===== src/rtl/fifo_ring_buffer.sv =====
// ============================================================================
// Module      : fifo_ring_buffer
// Description : Single-clock ring-buffer FIFO with registered or FWFT read,
//               almost-full/almost-empty thresholds and sticky OVF/UDF flags.
// Revision    : 1.0  initial release
// ============================================================================
`default_nettype none

module fifo_ring_buffer #(
    parameter int WIDTH    = 32,
    parameter int DEPTH    = 4,
    parameter int FWFT     = 0,
    parameter int AF_LEVEL = DEPTH - 1,
    parameter int AE_LEVEL = 1
) (
    input  logic                         clk,
    input  logic                         Rst_n,
    input  logic                         EN,
    input  logic                         Clr,
    input  logic                         WR,
    input  logic                         RD,
    input  logic [WIDTH-1:0]             dataIn,
    output logic [WIDTH-1:0]             dataOut,
    output logic                         EMPTY,
    output logic                         FULL,
    output logic                         ALMOST_EMPTY,
    output logic                         ALMOST_FULL,
    output logic [$clog2(DEPTH+1)-1:0]   COUNT,
    output logic                         OVF,
    output logic                         UDF
);

    localparam int c_CNT_W = $clog2(DEPTH + 1);
    localparam int c_PTR_W = (DEPTH > 1) ? $clog2(DEPTH) : 1;

    logic [WIDTH-1:0]   mem_q [DEPTH];
    logic [c_PTR_W-1:0] wptr_q, wptr_d;
    logic [c_PTR_W-1:0] rptr_q, rptr_d;
    logic [c_CNT_W-1:0] count_q, count_d;
    logic               ovf_q, ovf_d;
    logic               udf_q, udf_d;
    logic               w_clr;
    logic               w_push;
    logic               w_pop;

    // Pointers wrap explicitly so DEPTH need not be a power of two.
    function automatic logic [c_PTR_W-1:0] f_next(input logic [c_PTR_W-1:0] p);
        return (p == c_PTR_W'(DEPTH - 1)) ? '0 : p + c_PTR_W'(1);
    endfunction

    assign EMPTY        = (count_q == '0);
    assign FULL         = (count_q == c_CNT_W'(DEPTH));
    assign ALMOST_EMPTY = (count_q <= c_CNT_W'(AE_LEVEL));
    assign ALMOST_FULL  = (count_q >= c_CNT_W'(AF_LEVEL));
    assign COUNT        = count_q;
    assign OVF          = ovf_q;
    assign UDF          = udf_q;

    // A pop frees a slot in the same cycle, so a full FIFO still accepts RD+WR.
    assign w_clr  = EN & Clr;
    assign w_pop  = EN & RD & ~Clr & ~EMPTY;
    assign w_push = EN & WR & ~Clr & (~FULL | w_pop);

    always_comb begin
        wptr_d  = wptr_q;
        rptr_d  = rptr_q;
        count_d = count_q;
        ovf_d   = ovf_q;
        udf_d   = udf_q;
        if (w_clr) begin
            wptr_d  = '0;
            rptr_d  = '0;
            count_d = '0;
            ovf_d   = 1'b0;
            udf_d   = 1'b0;
        end else begin
            if (w_push) wptr_d = f_next(wptr_q);
            if (w_pop)  rptr_d = f_next(rptr_q);
            case ({w_push, w_pop})
                2'b10:   count_d = count_q + c_CNT_W'(1);
                2'b01:   count_d = count_q - c_CNT_W'(1);
                default: count_d = count_q;
            endcase
            if (EN & WR & ~w_push) ovf_d = 1'b1;
            if (EN & RD & ~w_pop)  udf_d = 1'b1;
        end
    end

    always_ff @(posedge clk or negedge Rst_n) begin
        if (!Rst_n) begin
            wptr_q  <= '0;
            rptr_q  <= '0;
            count_q <= '0;
            ovf_q   <= 1'b0;
            udf_q   <= 1'b0;
        end else begin
            wptr_q  <= wptr_d;
            rptr_q  <= rptr_d;
            count_q <= count_d;
            ovf_q   <= ovf_d;
            udf_q   <= udf_d;
        end
    end

    always_ff @(posedge clk) begin
        if (w_push) mem_q[wptr_q] <= dataIn;
    end

    generate
        if (FWFT != 0) begin : g_fwft
            assign dataOut = EMPTY ? '0 : mem_q[rptr_q];
        end else begin : g_reg_read
            logic [WIDTH-1:0] dout_q;
            always_ff @(posedge clk or negedge Rst_n) begin
                if (!Rst_n)     dout_q <= '0;
                else if (w_clr) dout_q <= '0;
                else if (w_pop) dout_q <= mem_q[rptr_q];
            end
            assign dataOut = dout_q;
        end
    endgenerate

endmodule

`default_nettype wire


===== config.mk =====
export PLATFORM = sky130hd
export DESIGN_NAME = fifo_ring_buffer
export DESIGN_NICKNAME = d
export VERILOG_FILES = /design/src/rtl/fifo_ring_buffer.sv
export SDC_FILE = /design/constraint.sdc
export NUM_CORES = 1
export LEC_CHECK = 0
export ABC_AREA = 1
export BUFFER_PORTS_ARGS = -buffer_cell sky130_fd_sc_hd__buf_2
export CORE_ASPECT_RATIO = 1.75
export CORE_MARGIN = 1
export CORE_UTILIZATION = 45
export CTS_CLUSTER_DIAMETER = 60
export DETAILED_ROUTE_END_ITERATION = 10
export PLACE_DENSITY = 0.69
export SYNTH_ARGS = -nofsm -noshare
export SYNTH_HDL_FRONTEND = slang
export SYNTH_SLANG_ARGS = --single-unit

===== constraint.sdc =====
create_clock -name clk -period 3.2 [get_ports clk]
set_input_delay 0.64 -clock clk [delete_from_list [all_inputs] [get_ports clk]]
set_output_delay 0.64 -clock clk [all_outputs]
set_load 0.01 [all_outputs]

==> flow_summary.ini <==
[global_routing]
grt_max_degree = 67
grt_pass1_vias = 4294
grt_antenna_before_repair = 0
grtUsageTotal_pct = 19.7
grt_overflow_total = 0
grt_pass1_wl_mm = 22.2

[setup_path]
cp.required_ps = 3320
critPathArrivalTime_ps = 2310
worstSetupPathType = reg2reg
slowest_stage = nor2_4
cp_max_fo = 17
path_cells = inv_1 -> ha_1 -> nand3_1 -> nand2_2 -> nor2_4 -> buf_4
critPathBufInv = 2
crit_path_start_kind = flop
cp_top_family = simple AND/OR/NAND/NOR gates
endpoint_kind = flop
max_stage_delay_ps = 480

[placement]
gp_congestion = 0.808
dp.final_hpwl_mm = 8.89
io_buffers = 78

[cells_and_area]
synthToLayoutAreaGrowth_pct = 16.2
final_nets = 661
layout_commonest_cell = edfxtp_1
drive_gt1_share_pct = 21.4
final_cell_mix = 128 x edfxtp_1, 78 x buf_2, 76 x nand2_1
diodes = 0

[floorplanning]
dieWidth_um = 93.9
floorplan.initialDensity_pct = 46.3
dieArea_um2 = 15300
core_um2 = 14400
pin_count = 79
std_cell_rows = 58
die_height_um = 163

[clock_network]
clock_latency_ps = 420
root_buffer = clkbuf_16
cts_buffers = 17
cts_setup_buffers = 0
numClockSinks = 169
htreeDepth = 4
path_clk_slew_ps = 70
postCtsResizedCells = 0
cts_hold_buf = 0
cts_tree = built
max-clock-path-buffers = 2

[synthesis]
syn_area_um2 = 6650
ys.warnings.count = 0
syn_inst = 536
ys_ff_latch = 169
syn_avg_cell_area_um2 = 12.4
synthDistinctLibCells = 20
synth_fp_nets = 584
async_reset_ff_share_pct = 24.3
synth_ff_type = edfxtp_1
ys_seq_area_share_pct = 73.2
synth_edf_count = 128

[detailed_routing]
first_pass_iters = 5
postRouteAntennaNets = 0
vias = 4325
routed_wl_mm = 13.9
wl_per_cell_um = 17.3
drt_iter0_markers = 231
via_per_inst = 5.37
drc = 0

[sta]
rsz0062_at_grt = no
finalCritPeriodShare_pct = 68.6
setup-violations-final = 0
worst_slew_margin_rel_pct = 30.4
hold_ws_ps = 376
setup_tns_ps = 0
worst_pin_slew_ps = 1040
maxSlewViolCount = 0
skew_ps = 8.91
finalCriticalPeriod_ps = 2200
max_freq_ghz = 0.456
hold_viol = 0

[power_and_ir_drop]
p_leak_uw = 0.00315
powerDensity_nw_per_um2 = 782
ir_worst_vdd_mv = 0.420

[min_path]
worst_hold_path_type = in2async

[job]
maxCapViolCount = 0

[outcome]
status = completed
## layout make-up
class / count / area, um^2
Multi-Input combinational cell: 318 / 1560
Clock inverter: 15 / 103
Timing Repair Buffer: 89 / 473
Tap cell: 180 / 225
Fill cell: 1213 / 6640
Inverter: 18 / 67.6
Clock buffer: 17 / 425
Sequential cell: 169 / 4870
## cell usage after synthesis (2+ instances only)
cell type | number | share of area [%]
nand2_1 | 77 | 4.3
o22ai_1 | 32 | 3.0
o21ai_1 | 20 | 1.5
buf_6 | 6 | 1.0
nand3_1 | 44 | 3.3
a21oi_1 | 3 | 0.23
o21ai_0 | 50 | 3.8
ha_1 | 10 | 1.9
buf_4 | 2 | 0.23
dfrtp_1 | 41 | 15
inv_1 | 15 | 0.85
nand2_2 | 4 | 0.38
buf_2 | 13 | 0.98
inv_2 | 3 | 0.17
nor2_1 | 75 | 4.2
clkbuf_1 | 10 | 0.56
edfxtp_1 | 128 | 58
## sequential cells by signal, indices dropped and copies added (netlist names)
signal   count
rptr_q       2
dataOut     32
OVF          1
COUNT        3
UDF          1
mem_q      128
wptr_q       2
## final timing paths
check / startpoint / cells after the start / slack (ps) / end
min reg2reg: dataOut[28] / 2 / 500 / dataOut[28]
min in group clk: dataIn[7] / 1 / 440 / mem_q[0][7]
max: COUNT[0] / 6 / 1000 / mem_q[0][10]
min: Rst_n / 1 / 380 / dataOut[1]
max reg2reg: COUNT[0] / 6 / 1000 / mem_q[0][10]
max in group asynchronous: Rst_n / 1 / 2140 / rptr_q[0]
## kinds of logic (layout without fill, tap and decap cells)
family	after synthesis	count (layout)	share of synthesized area, %
flops	169	169	73.2
buf+inv	49	139	3.80
simple gates	202	202	12.5
fa+ha+maj	10	10	1.88
compound gates	105	105	8.50
xor+xnor	1	1	0.132
## where the power goes
| part | switching, uW | total (uW) | internal (uW) |
|---|---|---|---|
| Sequential | 108 | 2680 | 2570 |
| Combinational | 1030 | 1540 | 516 |
| Clock | 829 | 1820 | 989 |
| Total | 1960 | 6040 | 4080 |
## through the flow
| stage | instances | power, uW | worst slack [ps] | area [um^2] | util, % |
|---|---|---|---|---|---|
| floorplan | 536 | 3830 | 425 | 6650 | - |
| global placement | 774 | 4230 | 967 | 7200 | 50.1 |
| detailed placement | 774 | 4280 | 890 | 7200 | 50.1 |
| CTS | 806 | 6100 | 959 | 7720 | 53.8 |
| global route | 806 | 6390 | 839 | 7720 | 53.8 |
| finish | 806 | 6040 | 1000 | 7720 | 53.8 |
## layer usage
layer  part of all wire, %  GRT usage [%]  up-vias
met1                    40           22.8     2116
met4                   2.1           8.39        0
li1                      -              -     2056
met3                   4.8           4.90       22
met5                     0              0        -
met2                    54           34.1      131
No activity file was read; power rests on OpenSTA's default activity.
